==> src/rtl/core_common.svh <==
// Shared core constants: register width, memory address range and fetch buffer depth.
`ifndef CORE_COMMON_SVH
`define CORE_COMMON_SVH
`define XL 63
`define MEM_ADDR_R `XL:0
`define FETCH_BUF_DEPTH 2
`endif

==> src/rtl/core_pipe_fetch_cfr_pkg.sv <==
// Types shared by the fetch stage and its instruction buffer.
package core_pipe_fetch_cfr_pkg;
`include "core_common.svh"

    localparam int XL              = `XL;
    localparam int FETCH_BUF_DEPTH = `FETCH_BUF_DEPTH;

    typedef logic [`MEM_ADDR_R] addr_t;

    typedef struct packed {
        logic [31:0] data;
        logic        err;
        addr_t       pc;
    } fetch_entry_t;

    typedef enum logic {
        ST_RUN   = 1'b0,
        ST_DRAIN = 1'b1
    } fetch_state_t;
endpackage

==> src/rtl/core_pipe_fetch_cfr_buf.sv <==
// core_fetch_buffer: small FIFO of fetched instructions; flush drops all entries and wins over push/pop.
module core_fetch_buffer
    import core_pipe_fetch_cfr_pkg::*;
#(
    parameter int DEPTH = FETCH_BUF_DEPTH
) (
    input  logic                       g_clk,
    input  logic                       g_reset,
    input  logic                       push,
    input  fetch_entry_t               push_data,
    input  logic                       pop,
    output fetch_entry_t               pop_data,
    input  logic                       flush,
    output logic                       full,
    output logic                       empty,
    output logic [$clog2(DEPTH+1)-1:0] count
);
    localparam int PW = (DEPTH > 1) ? $clog2(DEPTH) : 1;
    localparam int CW = $clog2(DEPTH + 1);

    fetch_entry_t   mem_q [DEPTH];
    logic [PW-1:0]  rd_ptr_q, rd_ptr_d;
    logic [PW-1:0]  wr_ptr_q, wr_ptr_d;
    logic [CW-1:0]  count_q, count_d;
    logic           do_push, do_pop;

    assign full     = (count_q == CW'(DEPTH));
    assign empty    = (count_q == '0);
    assign count    = count_q;
    assign pop_data = mem_q[rd_ptr_q];
    assign do_push  = push && !full;
    assign do_pop   = pop && !empty;

    always_comb begin
        rd_ptr_d = rd_ptr_q;
        wr_ptr_d = wr_ptr_q;
        count_d  = count_q;
        if (flush) begin
            rd_ptr_d = '0;
            wr_ptr_d = '0;
            count_d  = '0;
        end else begin
            if (do_push) begin
                wr_ptr_d = (wr_ptr_q == PW'(DEPTH - 1)) ? '0 : wr_ptr_q + 1'b1;
            end
            if (do_pop) begin
                rd_ptr_d = (rd_ptr_q == PW'(DEPTH - 1)) ? '0 : rd_ptr_q + 1'b1;
            end
            count_d = count_q + CW'(do_push) - CW'(do_pop);
        end
    end

    always_ff @(posedge g_clk or posedge g_reset) begin
        if (g_reset) begin
            rd_ptr_q <= '0;
            wr_ptr_q <= '0;
            count_q  <= '0;
        end else begin
            rd_ptr_q <= rd_ptr_d;
            wr_ptr_q <= wr_ptr_d;
            count_q  <= count_d;
        end
    end

    // Payload needs no reset; occupancy is tracked by count_q alone.
    always_ff @(posedge g_clk) begin
        if (do_push && !flush) begin
            mem_q[wr_ptr_q] <= push_data;
        end
    end
endmodule

==> src/rtl/core_pipe_fetch_cfr.sv <==
// Instruction fetch stage with control-flow redirect and in-flight response discard.
// Optional CORE_FETCH_BYPASS_EN forwards a response straight to decode when the buffer is empty.
module core_pipe_fetch_cfr
    import core_pipe_fetch_cfr_pkg::*;
#(
    parameter logic [63:0] RESET_ADDR      = 64'h0000_0000_0000_0000,
    parameter int          MAX_OUTSTANDING = 2
) (
    input  logic        g_clk,
    input  logic        g_reset,
    input  logic        cf_valid,
    output logic        cf_ack,
    input  logic [XL:0] cf_target,
    output logic        imem_req,
    input  logic        imem_gnt,
    output logic [XL:0] imem_addr,
    input  logic        imem_recv,
    output logic        imem_ack,
    input  logic [31:0] imem_rdata,
    input  logic        imem_error,
    output logic        f_valid,
    input  logic        f_ready,
    output logic [31:0] f_data,
    output logic [XL:0] f_pc,
    output logic        f_err
);
    localparam int CW  = $clog2(MAX_OUTSTANDING + 1);
    localparam int BCW = $clog2(FETCH_BUF_DEPTH + 1);

    fetch_state_t  state_q, state_d;
    addr_t         fetch_pc_q, fetch_pc_d;
    logic [CW-1:0] outst_q, outst_d;
    logic [CW-1:0] discard_q, discard_d;
    addr_t         pcq_q [MAX_OUTSTANDING];
    addr_t         pcq_d [MAX_OUTSTANDING];
    logic [CW-1:0] pcq_cnt_q, pcq_cnt_d;

    logic          gnt_fire, resp_fire, resp_drop, resp_run, cf_fire, bypass;
    logic          req_ok, buf_full, buf_empty, buf_push, buf_pop;
    logic [BCW-1:0] buf_count;
    fetch_entry_t  resp_entry, buf_head, out_entry;

    // Requests only ever add to outstanding+buffered, so a raised request stays legal until granted.
    assign req_ok    = ((int'(outst_q) + int'(buf_count)) < FETCH_BUF_DEPTH)
                    && (int'(outst_q) < MAX_OUTSTANDING);
    assign imem_req  = !g_reset && req_ok;
    assign imem_addr = fetch_pc_q;
    assign cf_ack    = !g_reset && cf_valid && (!imem_req || imem_gnt);
    assign imem_ack  = !g_reset && ((state_q == ST_DRAIN) || !buf_full);

    assign gnt_fire  = imem_req && imem_gnt;
    assign resp_fire = imem_recv && imem_ack;
    assign resp_drop = resp_fire && (state_q == ST_DRAIN);
    assign resp_run  = resp_fire && (state_q == ST_RUN);
    assign cf_fire   = cf_valid && cf_ack;

`ifdef CORE_FETCH_BYPASS_EN
    assign bypass = resp_run && buf_empty;
`else
    assign bypass = 1'b0;
`endif

    always_comb begin
        resp_entry.data = imem_rdata;
        resp_entry.err  = imem_error;
        resp_entry.pc   = pcq_q[0];
        out_entry       = buf_empty ? resp_entry : buf_head;
    end

    assign f_valid  = !buf_empty || bypass;
    assign f_data   = out_entry.data;
    assign f_err    = out_entry.err;
    assign f_pc     = out_entry.pc;
    assign buf_push = resp_run && !(bypass && f_ready);
    assign buf_pop  = f_ready && !buf_empty;

    core_fetch_buffer #(.DEPTH(FETCH_BUF_DEPTH)) u_buf (
        .g_clk     (g_clk),
        .g_reset   (g_reset),
        .push      (buf_push),
        .push_data (resp_entry),
        .pop       (buf_pop),
        .pop_data  (buf_head),
        .flush     (cf_fire),
        .full      (buf_full),
        .empty     (buf_empty),
        .count     (buf_count)
    );

    always_comb begin
        fetch_pc_d = fetch_pc_q;
        if (cf_fire) begin
            fetch_pc_d = cf_target;
        end else if (gnt_fire) begin
            fetch_pc_d = fetch_pc_q + 4;
        end
        outst_d   = outst_q + CW'(gnt_fire) - CW'(resp_fire);
        discard_d = discard_q - CW'(resp_drop);
        // Everything still in flight after this edge is stale, including requests already
        // marked for discard, so outst_d (never above MAX_OUTSTANDING) is the new discard count.
        if (cf_fire) begin
            discard_d = outst_d;
        end
    end

    // PC queue only tracks requests whose responses will be kept.
    always_comb begin
        pcq_d     = pcq_q;
        pcq_cnt_d = pcq_cnt_q;
        if (cf_fire) begin
            pcq_cnt_d = '0;
        end else begin
            if (resp_run) begin
                for (int i = 0; i < MAX_OUTSTANDING - 1; i++) begin
                    pcq_d[i] = pcq_q[i + 1];
                end
                pcq_cnt_d = pcq_cnt_d - 1'b1;
            end
            if (gnt_fire) begin
                for (int i = 0; i < MAX_OUTSTANDING; i++) begin
                    if (pcq_cnt_d == CW'(i)) begin
                        pcq_d[i] = fetch_pc_q;
                    end
                end
                pcq_cnt_d = pcq_cnt_d + 1'b1;
            end
        end
    end

    always_comb begin
        state_d = (discard_d != '0) ? ST_DRAIN : ST_RUN;
    end

    always_ff @(posedge g_clk or posedge g_reset) begin
        if (g_reset) begin
            state_q    <= ST_RUN;
            fetch_pc_q <= RESET_ADDR[XL:0];
            outst_q    <= '0;
            discard_q  <= '0;
            pcq_cnt_q  <= '0;
            for (int i = 0; i < MAX_OUTSTANDING; i++) begin
                pcq_q[i] <= '0;
            end
        end else begin
            state_q    <= state_d;
            fetch_pc_q <= fetch_pc_d;
            outst_q    <= outst_d;
            discard_q  <= discard_d;
            pcq_cnt_q  <= pcq_cnt_d;
            pcq_q      <= pcq_d;
        end
    end
endmodule

==> config.mk <==
export PLATFORM = sky130hd
export DESIGN_NAME = core_pipe_fetch_cfr
export DESIGN_NICKNAME = d
export VERILOG_FILES = /design/src/rtl/core_pipe_fetch_cfr_pkg.sv /design/src/rtl/core_pipe_fetch_cfr_buf.sv /design/src/rtl/core_pipe_fetch_cfr.sv
export VERILOG_INCLUDE_DIRS = /design/src /design/src/rtl
export SDC_FILE = /design/constraint.sdc
export NUM_CORES = 1
export LEC_CHECK = 0
export ABC_AREA = 1
export BUFFER_PORTS_ARGS = -buffer_cell sky130_fd_sc_hd__buf_2
export CAP_MARGIN = 40
export CORE_UTILIZATION = 35
export CTS_CLUSTER_DIAMETER = 60
export DETAILED_ROUTE_END_ITERATION = 16
export PLACE_DENSITY = 0.6
export SYNTH_ARGS = -nofsm -noshare
export SYNTH_HDL_FRONTEND = slang
export SYNTH_SLANG_ARGS = --single-unit
==> constraint.sdc <==
create_clock -name g_clk -period 20.4 [get_ports g_clk]
set_clock_uncertainty 0.2 [all_clocks]
set_input_delay 2.04 -clock g_clk [delete_from_list [all_inputs] [get_ports g_clk]]
set_output_delay 2.04 -clock g_clk [all_outputs]
set_load 0.03 [all_outputs]
# Yosys cells after proc, flatten, opt, wreduce, memory -nomap -nowiden
# Memories as Yosys holds them, arrays and structs flattened.
# Index checks and enable logic that the tools add are counted.
classes:
  add_sub_neg: 11
  mul: 0
  div: 0
  n_lt_le_gt_ge: 2
  n_eq_ne: 2
  shift: 0
  muxes: 22
  bitwise_logic: 2
  reduce_logical: 28
op_table:
  columns: ["op", "count"]
  rows:
  - ["$mux 64", 5]
  - ["$mux 128", 1]
  - ["$mux 97", 1]
  - ["$add 64x3->64 const B", 1]
  - ["$logic_and 1x1->1", 14]
  - ["$mux 2", 6]
  - ["$mux 1", 9]
  - ["$reduce_bool 2->1", 4]
  - ["$sub 2x1->2", 3]
  - ["$logic_not 1->1", 5]
  - ["$add 2x1->2", 2]
  - ["$logic_not 2->1", 2]
  - ["$add 2x2->3", 1]
  - ["$lt 3x2->1 const B", 1]
  - ["$reduce_and 3->1", 1]
  - ["$add 1x1->1 const B", 2]
  - ["$add 2x1->2 const B", 1]
  - ["$eq 2x1->1 const B", 1]
  - ["$eq 2x2->1 const B", 1]
  - ["$logic_or 1x1->1", 2]
  - ["$lt 2x2->1 const B", 1]
  - ["$not 1->1", 2]
  - ["$sub 2x1->2 const B", 1]
totals:
  reg_bits: 203
  latchBits: 0
  ramBits: 194
  romBits: 0
  elab_cells: 78
  mem_count: 1
mem_list:
  columns: ["name", "words", "width", "rd", "rd_ports_with_merged_regs", "write_ports", "line", "rtl"]
  rows:
  - ["u_buf.mem_q", 2, 97, 1, 0, 1, "core_pipe_fetch_cfr_buf.sv:21", "fetch_entry_t mem_q [DEPTH];"]

# Logic depth before layout (Yosys ltp)
# Gate-level depths: netlist of run 1.
logic_depth:
  ltp_word: 12
  depth_mapped: 18
  depth_no_buf: 15

# Modules after synthesis
# A second synthesis of run 1 with hierarchy kept.
hier_totals:
  hier_cells: 2229
  hier_area_um2: 19112.1
modules_own_cells:
  columns: ["module", "instances", "cells_per_inst", "area_each_um2", "seq_area_each_um2"]
  rows:
  - ["core_pipe_fetch_cfr", 1, 1686, 11802.6, 4979.8]
  - ["core_fetch_buffer", 1, 543, 7309.5, 5925.7]

# Least setup slack after synthesis of run 1
# Ideal clock, no wire load.
synth_timing:
  kind: "input port to flip-flop"
  from: "input port g_reset"
  to: "memory u_buf.mem_q[0][0] (netlist bit) (enable)"
  setup_time_ps: 553
  arrival_ps: 9472
  required_time_ps: 19647
  setup_slack_ps: 10174
  path_stages: 6
  n_path_buf: 1
  cell_sequence: "inv_2 nand4_1 nand2_4 buf_1 nand2_1 nor2_1"
synth_via:
  elab_chain_cells: 10
  elab_cells_between_ends: 15
synth_lines:
  columns: ["item", "line", "rtl"]
  rows:
  - ["start, declared", "core_pipe_fetch_cfr.sv:10", "input logic g_reset,"]
  - ["$logic_not 1->1 (no source line) (*)", null, null]
  - ["$logic_and 1x1->1", "core_pipe_fetch_cfr.sv:46", "assign imem_req = !g_reset && req_ok;"]
  - ["$logic_not 1->1", "core_pipe_fetch_cfr.sv:48", "assign cf_ack = !g_reset && cf_valid && (!imem_req || imem_gnt);"]
  - ["$logic_or 1x1->1", "core_pipe_fetch_cfr.sv:48", null]
  - ["$logic_and 1x1->1", "core_pipe_fetch_cfr.sv:48", null]
  - ["$logic_and 1x1->1", "core_pipe_fetch_cfr.sv:55", "assign cf_fire = cf_valid && cf_ack;"]
  - ["$logic_not 1->1", "core_pipe_fetch_cfr_buf.sv:67", "if (do_push && !flush) begin"]
  - ["$logic_and 1x1->1 (*)", "core_pipe_fetch_cfr_buf.sv:67", null]
  - ["$mux 1 (*)", "core_pipe_fetch_cfr_buf.sv:67", null]
  - ["$mux 1 (implied by the code) (*)", "core_pipe_fetch_cfr_buf.sv:68", "mem_q[wr_ptr_q] <= push_data;"]
  - ["end, declared", "core_pipe_fetch_cfr_buf.sv:21", null]
# Every way passes the cells marked *; elsewhere a longest branch is shown, timed or not.

# Worst setup path after layout of run 1
layout_timing:
  from: "input port g_reset"
  to: "output port cf_ack"
layout_via:
  elab_chain_cells: 5
  elab_cells_between_ends: 6
layout_lines:
  columns: ["item", "line", "rtl"]
  rows:
  - ["$logic_not 1->1 (no source line) (*)", null, null]
  - ["$logic_and 1x1->1", "core_pipe_fetch_cfr.sv:46", null]
  - ["$logic_not 1->1", "core_pipe_fetch_cfr.sv:48", null]
  - ["$logic_or 1x1->1", "core_pipe_fetch_cfr.sv:48", null]
  - ["$logic_and 1x1->1 (*)", "core_pipe_fetch_cfr.sv:48", null]
  - ["end, declared", "core_pipe_fetch_cfr.sv:12", "output logic cf_ack,"]
# Marks and branches as above.

==> results_dict.tcl, run 1 <==
set metrics [dict create \
    fin_crit_ns 5.928 \
    yosys_warnings 0 \
    firstDrtPassIters 5 \
    critPathTopFamily "buffers and inverters" \
    h-tree-depth 2 \
    ctsHoldBuffers 0 \
    ys_top_cells_by_area "edfxtp_1, dfrtp_1, nand2_1" \
    final_nets 2572 \
    vias 15330 \
    dp.cells 3100 \
    rows 84 \
    critPathCaptureType "primary output" \
    p_total_mw 3.483 \
    status "finished, final reports clean" \
    hold_violations 0 \
    crit_fanout 64 \
    slew_headroom 0.3880 \
    postCtsSetupBuffers 0 \
    max_stage_delay_ns 0.50 \
    via_per_inst 4.811 \
    detail-route-antenna-nets 0 \
    die-area_sq_mm 0.05507 \
    routedWlPerCell_um 17.08 \
    min_path_type "reg2reg" \
    antenna_cells 0 \
    setup_viol 0 \
    drc 0 \
    path_buf_inv 5 \
    grt_pass1_wl_um 84260 \
    fp.dieW_um 234.7 \
    wl_um 54420 \
    cpMostUsedCell "buf_2" \
    drive_gt1_frac 0.1593 \
    finalCoreUtilization 0.4262 \
    critical_path_required_ns 18.16 \
    grt_pass1_vias 14390 \
    rsz0062_at_grt "false" \
    syn_inst 2229 \
    gp_congestion 0.8856 \
    synth_compound_area_frac 0.1209 \
    clk_latency_ns 0.58 \
    ios 268 \
    grt.overflow.total 0 \
    p_per_area_mw_per_mm2 154.3 \
    slew_viol_final 0 \
    grt_max_degree 104 \
    antenna_found_initial 0 \
    synth_top_family_by_area "simple AND/OR/NAND/NOR gates" \
    layout_common_cells "nand2_1, o21ai_0, inv_1, buf_2, dfrtp_1" \
    muxShareOfSynthArea 0 \
    synth_nets 2341 \
    layout_commonest_cell "nand2_1" \
    dp_hpwl_um 38620 \
    synthAdderAreaFrac 0.006339 \
    start_util 0.3577 \
    drtIter0Drc 1174 \
    synthSimpleGateAreaFrac 0.2044 \
    io_buffer_count 267 \
    cts_made_buffers 46 \
    post-route-period-util 0.2906 \
    ctsResizeCount 0 \
    cts.path.max_buffers 3 \
    fmax_mhz 168.7 \
    start_kind "input pin" \
    fin_hold_ws_ns 0.2864 \
    hp-start "pcq_q[33]" \
    worstMarginPinSlew_ns 0.9179 \
    coreArea_sq_mm 0.05297 \
    fin_tns_setup_ns 0 \
    path_cells "buf_2, inv_8, nand4_1, nand2_4, inv_2, buf_4, buf_2" \
    cpMaxStageDelayCell "buf_4" \
    synth.avg_cell_area_sq_um 8.501 \
    crit_type "in2out" \
    cts_tree "yes" \
    arrival_ns 3.69 \
    ys_types 36 \
    ys_seq_area_frac 0.5755 \
    ys_ff_latch 397 \
    layoutNonFillerInstCount 3186 \
    yosysTopAreaCellShare 0.3074 \
    grtUsageTotal 0.1963 \
    die_y_um 234.7 \
    irDropWorstVdd_uv 70.57 \
    cp-startpoint "g_reset" \
    clk_pin_slew_ns 0.06 \
    cellLeakagePower_nw 10.07 \
    max-cap-violations 0 \
    synth-xor-area-share 0.01248 \
    synth_area_sq_mm 0.01895 \
    r2r-start "u_buf.count[0]" \
    cts_sinks 397 \
    root_buffer "clkbuf_16" \
    syn_to_final_growth_pct 19.15 \
    yosysTopAreaCell "edfxtp_1" \
]
## layer usage
| layer | track usage | wire length, um |
|---|---|---|
| met1 | 0.2852 | 26140 |
| met2 | 0.2939 | 23350 |
| met3 | 0.03231 | 2999 |
| met4 | 0.07237 | 1933 |
| met5 | 0 | 0 |
## cells by family (layout without fill, tap and decap cells)
kind of cell             count (synthesis)  after routing
AO/OA/AOI/OAI                          452            452
adder cells (fa/ha/maj)                  9              9
XOR/XNOR                                27             27
flip-flops                             397            397
AND/OR/NAND/NOR                        963            963
buffers and inverters                  381            650
## worst min-delay path, cell delays in order, from the launching register on
cell and delay (ns):
dfrtp_1 0.34, nand2_1 0.05, o21ai_1 0.06
## cells in the mapped netlist
cell type and instances:
nand2_1 696, o21ai_0 282, inv_1 269, dfrtp_1 203
edfxtp_1 194, nor2_1 140, o21ai_1 135, nand3_1 77
clkbuf_1 45, buf_2 41, a21oi_1 23, xor2_1 23
nand4_1 16, buf_1 10, nor2_2 10, ha_1 8
inv_2 8, nand2_2 7, nor3_1 6, o211ai_1 5
buf_6 4, xnor2_1 4, nor2_4 3, buf_4 2
nand2_4 2, nand3b_1 2, o21bai_1 2, o221ai_1 2
o22ai_1 2, or2_2 2, a31oi_1 1, clkinv_1 1
fa_1 1, inv_4 1, nand3_2 1, nor2_8 1
## cell type report
| type | count | area [sq um] |
|---|---|---|
| fill | 5304 | 30390 |
| timing repair buffer | 285 | 1584 |
| clock buffer | 70 | 1385 |
| clock inverter | 16 | 216.5 |
| tap | 688 | 860.8 |
| inverter | 279 | 1057 |
| sequential | 397 | 10910 |
| multi-input combinational | 1451 | 6564 |
## where the power goes
part | internal, mW | switching [mW] | leakage (nW)
Sequential | 1.04 | 0.229 | 4.34
Clock | 0.513 | 0.342 | 0.781
Combinational | 0.378 | 0.983 | 4.95
Total | 1.93 | 1.55 | 10.1
## through the flow
stage          instance area (sq um)  setup slack [ns]
3_5_place_dp                   20980             14.41
5_1_grt                        22580             14.28
6_report                       22580             14.47
2_1_floorplan                  18950             10.17
3_3_place_gp                   20820             13.73
4_1_cts                        22580             14.41
## state kept, by name, summed over array words and instances (netlist names)
signal and count:
u_buf.rd_ptr_q 1, outst_q 2, u_buf.count 2, imem_addr 64, pcq_cnt_q 2, u_buf.mem_q 194, pcq_q 128, u_buf.wr_ptr_q 1
state_q 1, discard_q 2
## path summary, 6_finish.rpt
path                                  end  slack [ns]  cells after the start
setup / recovery                   cf_ack       14.47                      7
hold / removal                  pcq_q[33]        0.29                      2
setup reg to reg                pcq_q[52]       16.46                     12
hold reg to reg                 pcq_q[33]        0.29                      2
max in group asynchronous       pcq_q[98]       17.26                      5
min in group asynchronous  u_buf.wr_ptr_q        1.29                      2
No activity file was read; power rests on OpenSTA's default activity.
==> inputs of run 2 (changes only) <==
ABC_AREA = 0   (was 1)
PLACE_DENSITY = 0.61   (was 0.6)
clock period = 5.9 ns   (was 20.4 ns; I/O delays follow)
==> results_dict.tcl, run 2 <==
set metrics [dict create \
    r2r-start "u_buf.count[0]" \
    cp-startpoint "u_buf.count[0]" \
    cts_made_buffers 46 \
    ios 268 \
    coreArea_sq_mm 0.04805 \
    syn_inst 1436 \
    largest_register_ffs 194 \
    status "finished, final reports clean" \
    postCtsSetupBuffers 0 \
    grt.overflow.total 0 \
    slew_headroom 0.2206 \
    critical_path_required_ns 5.11 \
    irDropWorstVdd_uv 318.8 \
    layout_common_cells "buf_2, dfrtp_1, edfxtp_1, nand2_1, mux2i_1" \
    worstMarginPinSlew_ns 1.169 \
    grt_max_degree 164 \
    max-cap-violations 0 \
    clk_pin_slew_ns 0.06 \
    hold_violations 0 \
    synth_area_sq_mm 0.01718 \
    drc 0 \
    cts_sinks 397 \
    ys_ff_latch 397 \
    synth_edf_count 194 \
    yosysTopAreaCell "edfxtp_1" \
    yosys_warnings 0 \
    setup_viol 0 \
    via_per_inst 4.929 \
    vias 11730 \
    critPathCaptureType "primary output" \
    ys_types 45 \
    arrival_ns 3.28 \
    ys.flop_type "dfrtp_1" \
    die_y_um 223.5 \
    grtUsageTotal 0.1748 \
    finalCoreUtilization 0.4406 \
    antenna_found_initial 3 \
    fp.dieW_um 223.5 \
    rsz0062_at_grt "false" \
    io_buffer_count 267 \
    ys_top_cells_by_area "edfxtp_1, dfrtp_1, mux2i_1" \
    dpl-instance-area_sq_mm 0.01928 \
    clk_latency_ns 0.57 \
    gp_congestion 0.7639 \
    yosysTopAreaCellShare 0.3392 \
    drive_gt1_frac 0.2449 \
    min_path_type "in2reg" \
    ys_seq_area_frac 0.6349 \
    fin_crit_ns 4.071 \
    async_flop_share 0.5113 \
    crit_fanout 63 \
    start_util 0.3575 \
    p_per_area_mw_per_mm2 517.1 \
    root_buffer "clkbuf_16" \
    detail-route-antenna-nets 0 \
    die-area_sq_mm 0.04997 \
    routedWlPerCell_um 18.31 \
    slew_viol_final 0 \
    fin_hold_ws_ns 0.03641 \
    fin_tns_setup_ns 0 \
    fmax_mhz 245.6 \
    grt_pass1_wl_um 67690 \
    firstDrtPassIters 7 \
    synth_nets 1548 \
    drtIter0Drc 688 \
    hp-start "cf_target[26]" \
    start_kind "register" \
    final_nets 1839 \
    fillers 4492 \
    crit_type "reg2out" \
    layout_commonest_cell "buf_2" \
    p_total_mw 10.95 \
    cellLeakagePower_nw 8.599 \
    largest_register "u_buf.mem_q" \
    final_area_sq_mm 0.02117 \
    post-route-period-util 0.6900 \
    grt_pass1_vias 11610 \
    dp_hpwl_um 27780 \
    synth.most_common_cell "dfrtp_1" \
    synthTopCellsByCount "dfrtp_1, edfxtp_1, nand2_1" \
    h-tree-depth 2 \
    synth.avg_cell_area_sq_um 11.96 \
    rows 80 \
    syn_to_final_growth_pct 23.24 \
    cts_tree "yes" \
    wl_um 43570 \
    cts.path.max_buffers 3 \
]
## run 2: cell type report
| cell class | instances | area, sq um | share of cell area |
|---|---|---|---|
| Timing Repair Buffer | 330 | 2041 | 0.09641 |
| Clock buffer | 70 | 1343 | 0.06342 |
| Tap cell | 615 | 769.5 | 0.03635 |
| Sequential cell | 397 | 10910 | 0.5154 |
| Inverter | 21 | 85.08 | 0.004019 |
| Multi-Input combinational cell | 931 | 5898 | 0.2786 |
| Clock inverter | 15 | 120.1 | 0.005674 |
| Antenna cell | 1 | 2.502 | 0.0001182 |
## run 2: what timing repair did
item,4_1_cts,5_1_grt
hold buffers,42,0
endpoints found under the hold margin,65,0
resized for setup,0,0
## run 2: logic make-up after synthesis
kind of cell               Yosys count  synth area share
xor gates and xnor gates            68           0.03467
adders and majority gates            9          0.006993
buffers and inverters              108           0.02469
AOI/OAI and AO/OA                  250           0.07394
DFF                                397            0.6349
muxes                              204            0.1227
and+or+nand+nor                    400            0.1021
## run 2: per-stage QoR
stage	std cells	setup slack (ns)
after floorplan	1436	-0.7439
after global routing	2379	1.676
after detailed placement	2252	1.839
after CTS	2379	1.792
after global placement	2245	1.675
final	2380	1.829
## run 2: path summary, 6_finish.rpt
check,to,cells after the start,slack (ns)
max in group asynchronous,u_buf.rd_ptr_q,4,3.79
min in group asynchronous,outst_q[1],3,0.06
worst min register to register,pcq_q[38],2,0.28
worst max-delay path,cf_ack,7,1.83
worst max register to register,state_q,14,1.96
worst min-delay path,imem_addr[26],3,0.04
## run 2: power by group
part	internal [mW]	switching, mW	leakage [nW]	total (mW)
registers	3.44	0.547	4.45	3.99
clock network	1.62	1.12	0.724	2.74
logic	1.33	2.89	3.43	4.22
## run 2: routing by layer
layer  vias up  routed length (um)  track usage
li1       5667                   -            -
met3        51                2071      0.03043
met2       303               20290       0.2792
met4         0                 731      0.04883
met5         -                   0            0
met1      5710               20480       0.2447
## run 2: critical path, stage by stage, from the launching register on
cell,delay (ns)
dfrtp_1,0.40
and2_1,0.18
fa_1,0.44
or4_1,0.51
nand3_1,0.16
buf_4,0.36
inv_4,0.30
buf_2,0.29
